<file path="src/rtl/ram_port_arbiter.sv">
// rtl/ram_port_arbiter.sv - shares one single-port RAM between pixel fetch (A) and CPU (B)
module ram_port_arbiter #(
    parameter int AW       = 6,
    parameter int DW       = 16,
    parameter int RD_LAT   = 1,
    parameter int MAX_WAIT = 4
) (
    input  logic          clk50,
    input  logic          reset,
    input  logic          a_req,
    input  logic          a_urgent,
    input  logic          a_we,
    input  logic [AW-1:0] a_addr,
    input  logic [DW-1:0] a_wdata,
    output logic          a_gnt,
    output logic          a_rvalid,
    output logic [DW-1:0] a_rdata,
    input  logic          b_req,
    input  logic          b_we,
    input  logic [AW-1:0] b_addr,
    input  logic [DW-1:0] b_wdata,
    output logic          b_gnt,
    output logic          b_rvalid,
    output logic [DW-1:0] b_rdata,
    output logic [AW-1:0] ram_address,
    output logic [DW-1:0] ram_in,
    output logic          ram_load,
    input  logic [DW-1:0] ram_out
);

    localparam int WCW = $clog2(MAX_WAIT + 1);
    localparam logic [WCW-1:0] WAIT_MAX = WCW'(MAX_WAIT);

    typedef enum logic {PORT_A = 1'b0, PORT_B = 1'b1} port_e;

    port_e              last_q, last_d;
    logic [WCW-1:0]     wait_cnt_q, wait_cnt_d;
    logic [RD_LAT-1:0]  a_tag_q, a_tag_d;
    logic [RD_LAT-1:0]  b_tag_q, b_tag_d;
    logic               a_rvalid_q, a_rvalid_d;
    logic               b_rvalid_q, b_rvalid_d;
    logic [DW-1:0]      a_rdata_q, a_rdata_d;
    logic [DW-1:0]      b_rdata_q, b_rdata_d;
    logic               sel_a, sel_b;

    always_comb begin
        sel_a = 1'b0;
        sel_b = 1'b0;
        if (b_req && wait_cnt_q == WAIT_MAX) begin
            sel_b = 1'b1;
        end else if (a_req && a_urgent) begin
            sel_a = 1'b1;
        end else if (a_req && b_req) begin
            if (last_q == PORT_B) sel_a = 1'b1;
            else                  sel_b = 1'b1;
        end else if (a_req) begin
            sel_a = 1'b1;
        end else if (b_req) begin
            sel_b = 1'b1;
        end

        // Grants are the only path to the RAM, so gating them covers ram_load too.
        a_gnt = sel_a & ~reset;
        b_gnt = sel_b & ~reset;

        ram_address = b_gnt ? b_addr  : a_addr;
        ram_in      = b_gnt ? b_wdata : a_wdata;
        ram_load    = (a_gnt & a_we) | (b_gnt & b_we);

        last_d = last_q;
        if (a_gnt)      last_d = PORT_A;
        else if (b_gnt) last_d = PORT_B;

        wait_cnt_d = '0;
        if (b_req && !b_gnt)
            wait_cnt_d = (wait_cnt_q == WAIT_MAX) ? wait_cnt_q : wait_cnt_q + WCW'(1);

        a_tag_d    = '0;
        b_tag_d    = '0;
        a_tag_d[0] = a_gnt & ~a_we;
        b_tag_d[0] = b_gnt & ~b_we;
        for (int i = 1; i < RD_LAT; i++) begin
            a_tag_d[i] = a_tag_q[i-1];
            b_tag_d[i] = b_tag_q[i-1];
        end

        // A tag leaving the pipe marks the cycle ram_out belongs to that port.
        a_rvalid_d = a_tag_q[RD_LAT-1];
        b_rvalid_d = b_tag_q[RD_LAT-1];
        a_rdata_d  = a_tag_q[RD_LAT-1] ? ram_out : a_rdata_q;
        b_rdata_d  = b_tag_q[RD_LAT-1] ? ram_out : b_rdata_q;

        a_rvalid = a_rvalid_q & ~reset;
        b_rvalid = b_rvalid_q & ~reset;
        a_rdata  = reset ? '0 : a_rdata_q;
        b_rdata  = reset ? '0 : b_rdata_q;
    end

    always_ff @(posedge clk50) begin
        if (reset) begin
            last_q     <= PORT_B;
            wait_cnt_q <= '0;
            a_tag_q    <= '0;
            b_tag_q    <= '0;
            a_rvalid_q <= 1'b0;
            b_rvalid_q <= 1'b0;
            a_rdata_q  <= '0;
            b_rdata_q  <= '0;
        end else begin
            last_q     <= last_d;
            wait_cnt_q <= wait_cnt_d;
            a_tag_q    <= a_tag_d;
            b_tag_q    <= b_tag_d;
            a_rvalid_q <= a_rvalid_d;
            b_rvalid_q <= b_rvalid_d;
            a_rdata_q  <= a_rdata_d;
            b_rdata_q  <= b_rdata_d;
        end
    end

endmodule
</file>
<file path="config.mk">
export PLATFORM = sky130hd
export DESIGN_NAME = ram_port_arbiter
export DESIGN_NICKNAME = d
export VERILOG_FILES = /design/src/rtl/ram_port_arbiter.sv
export SDC_FILE = /design/constraint.sdc
export NUM_CORES = 1
export LEC_CHECK = 0
export ABC_AREA = 1
export BUFFER_PORTS_ARGS = -buffer_cell sky130_fd_sc_hd__buf_2
export CORE_MARGIN = 2
export CORE_UTILIZATION = 35
export DETAILED_ROUTE_END_ITERATION = 7
export GPL_ROUTABILITY_DRIVEN = 0
export GPL_TIMING_DRIVEN = 0
export PLACE_DENSITY = 0.68
export SLEW_MARGIN = 20
export SYNTH_ARGS = -nofsm -noshare
export SYNTH_HDL_FRONTEND = slang
export SYNTH_SLANG_ARGS = --single-unit
export TNS_END_PERCENT = 30
</file>
<file path="constraint.sdc">
create_clock -name clk50 -period 2 [get_ports clk50]
set_input_delay 0.2 -clock clk50 [delete_from_list [all_inputs] [get_ports clk50]]
set_output_delay 0.2 -clock clk50 [all_outputs]
set_load 0.02 [all_outputs]
</file>
==> impl_metrics.csv <==
group,metric,value,unit
routing,firstDrtPassIters,4,
clocking,cts.clk_slew.worst_paths,0.07,ns
yosys,yosysMostFrequentCell,"inv_1",
sta,worst_pin_slew,0.295,ns
grt,grt_max_degree,13,
die,ios,126,
yosys,synthTopCellsByArea,"dfxtp_1 32%, nor2_4 13%, inv_1 9.3%, nand2_1 7.7%, a21oi_2 6.7%",
power_and_ir_drop,p_leak,1.77,nW
yosys,synth_top_area_share,0.324,
outcome,outcome,"completed",
yosys,syn-instance-count,315,
routing,wl,6450,µm
grt,grt_first_pass_wirelength,9820,µm
layout,final_nets,525,
clocking,cts_htree_levels,2,
yosys,ys_async_sr_fraction,0,
yosys,yosysUniqueCellTypes,23,
clocking,clock_path_buffers,2,
sta,min_period,1.91,ns
setup_path,crit_required,1.80,ns
yosys,ys_ff_latch,40,
routing,drt_iter0_drc,60,
sta,slew_headroom,0.803,
clocking,cts_made_buffers,5,
clocking,cts.sinks,40,
die,start_util,0.362,
yosys,ys_seq_area_frac,0.324,
setup_path,crit_arrival,1.71,ns
layout,area_delta_synth_final,40.7,%
die,rows,30,
yosys,yosysTopAreaCell,"dfxtp_1",
yosys,synth_area_per_cell,7.84,µm²
sta,rsz0062_at_grt,"no",
die,die_x,88.0,µm
yosys,synth_flop_cell,"dfxtp_1",
routing,vias,2443,
sta,fin_skew,0.00318,ns
placed_design,dp_worst_setup_slack,0.262,ns
yosys,synth_nets,384,
layout,layout-drive-gt1-share,0.519,
yosys,syn_area,2470,µm²
yosys,yosys_warnings,0,
grt,grt_util_all_layers,0.162,
sta,worst_slack,0.0866,ns
setup_path,end_kind,"output pin",
sta,slew_violations,0,
grt,overflow,0,
setup_path,crit_type,"reg2out",
clocking,ctsHoldBuffers,0,
die,die-area,7750,µm²
grt,grt_pass1_vias,2217,
yosys,synth_edf_count,0,
routing,routedWlPerCell,11.7,µm
die,fp.coreArea,6830,µm²
sta,tns,0,ns
yosys,synth_commonest_cells,"61 x inv_1, 51 x nand2_1, 40 x dfxtp_1",
sta,hold_viol,0,
clocking,root_buffer,"clkbuf_8",
die,die_y,88.0,µm
sta,clock.fmax,523,MHz
sta,setup_viol,0,
placed_design,port_buffers,124,
routing,drc,0,
placed_design,dp_hpwl,4980,µm
routing,ant_nets,0,
min_path,hold_class,"in2reg",
layout,fillerInstances,689,
clocking,clk_latency,0.29,ns
power_and_ir_drop,finalPower,2.07,mW
grt,antenna_found_initial,0,
layout,n_antenna_cell,0,
sta,post-route-period-util,0.957,
setup_path,cp_max_fo,6,
power_and_ir_drop,ir_drop,0.376,mV
layout,fin_cells,553,
routing,avgViaCountPerCell,4.42,
clocking,cts_tree,"built",
flow_run,max-cap-violations,0,
setup_path,cp-start-kind,"register",
power_and_ir_drop,pwr_density_cell,596,nW/µm²
placed_design,placed_cells,535,
sta,whs,0.0831,ns
## metrics by stage
step	area [µm²]	util
3_3_place_gp	3210	0.470
2_1_floorplan	2470	-
6_report	3480	0.509
3_5_place_dp	3210	0.470
4_1_cts	3350	0.490
5_1_grt	3480	0.509
## logic make-up (layout without fill, tap and decap cells)
kind of cell / after synthesis / count (layout) / share of synthesized area
fa+ha+maj: 2 / 2 / 0.0101
xor+xnor: 1 / 1 / 0.00354
flops: 40 / 40 / 0.324
buf+inv: 82 / 223 / 0.174
compound gates: 36 / 36 / 0.102
simple gates: 154 / 155 / 0.386
## where the power goes
group	switching (mW)	internal (mW)	leakage, nW	total, mW
combinational	0.309	0.204	1.38	0.513
sequential	0.00937	0.833	0.327	0.843
clock	0.275	0.440	0.0645	0.715
## timing repair
action	CTS	global route
endpoints found under the setup margin	17	17
pin swaps	1	2
cloned	0	3
resized for setup	2	13
buffers inserted	0	7
## cell usage in the layout, fill, tap and decap left out, types with 7 or more instances in the layout
| cell | netlist | routed |
|---|---|---|
| buf_2 | 7 | 123 |
| clkbuf_8 | 0 | 7 |
| inv_1 | 61 | 61 |
| nor2_1 | 24 | 24 |
| a21oi_1 | 14 | 14 |
| nor2_2 | 20 | 20 |
| buf_4 | 4 | 19 |
| dfxtp_1 | 40 | 39 |
| nand2_1 | 51 | 51 |
| nand4_1 | 23 | 23 |
| a21oi_2 | 19 | 19 |
| nor2_4 | 28 | 28 |
## routing by layer
layer  part of all wire  up-vias  GRT usage
met5                  0        -          0
met4              0.012        0     0.0413
met3              0.066        6     0.0320
met2               0.53      109      0.311
met1               0.39     1076      0.181
li1                   -     1252          -
## registers in the layout (all words and copies together), names as in the netlist
signal and cells:
a_rvalid_q 1, a_rdata_q 16, wait_cnt_q 3, a_rvalid_d 1
b_rvalid_d 1, b_rdata_q 16, last_q 1, b_rvalid_q 1
## critical path, stage by stage (launching register included)
cell and delay (ns):
dfxtp_2 0.32, inv_1 0.09, ha_2 0.21, nand2_4 0.08, nand3_4 0.13, nand3_4 0.13, buf_6 0.16, nand2_1 0.05
nand2_1 0.08, buf_4 0.17
## path summary, 6_finish.rpt
kind	startpoint	end	slack (ns)	cells after the start
worst min register to register	last_q	last_q	0.50	2
worst max-delay path	wait_cnt_q[0]	ram_in[6]	0.09	9
worst max register to register	wait_cnt_q[0]	b_rvalid_d	0.61	8
worst min-delay path	a_we	a_rvalid_d	0.08	2
## area by class of cell
cell class | instances | area [µm²] | share of cell area
well taps | 96 | 120 | 0.0345
repair buffers | 133 | 729 | 0.210
clock buffers | 7 | 96.3 | 0.0277
flip-flops and latches | 40 | 802 | 0.231
multi-input cells | 194 | 1260 | 0.364
clock inverters | 1 | 30.0 | 0.00864
inverters | 63 | 236 | 0.0680
plain buffers | 19 | 198 | 0.0569
(Power assumes the default switching activity.)
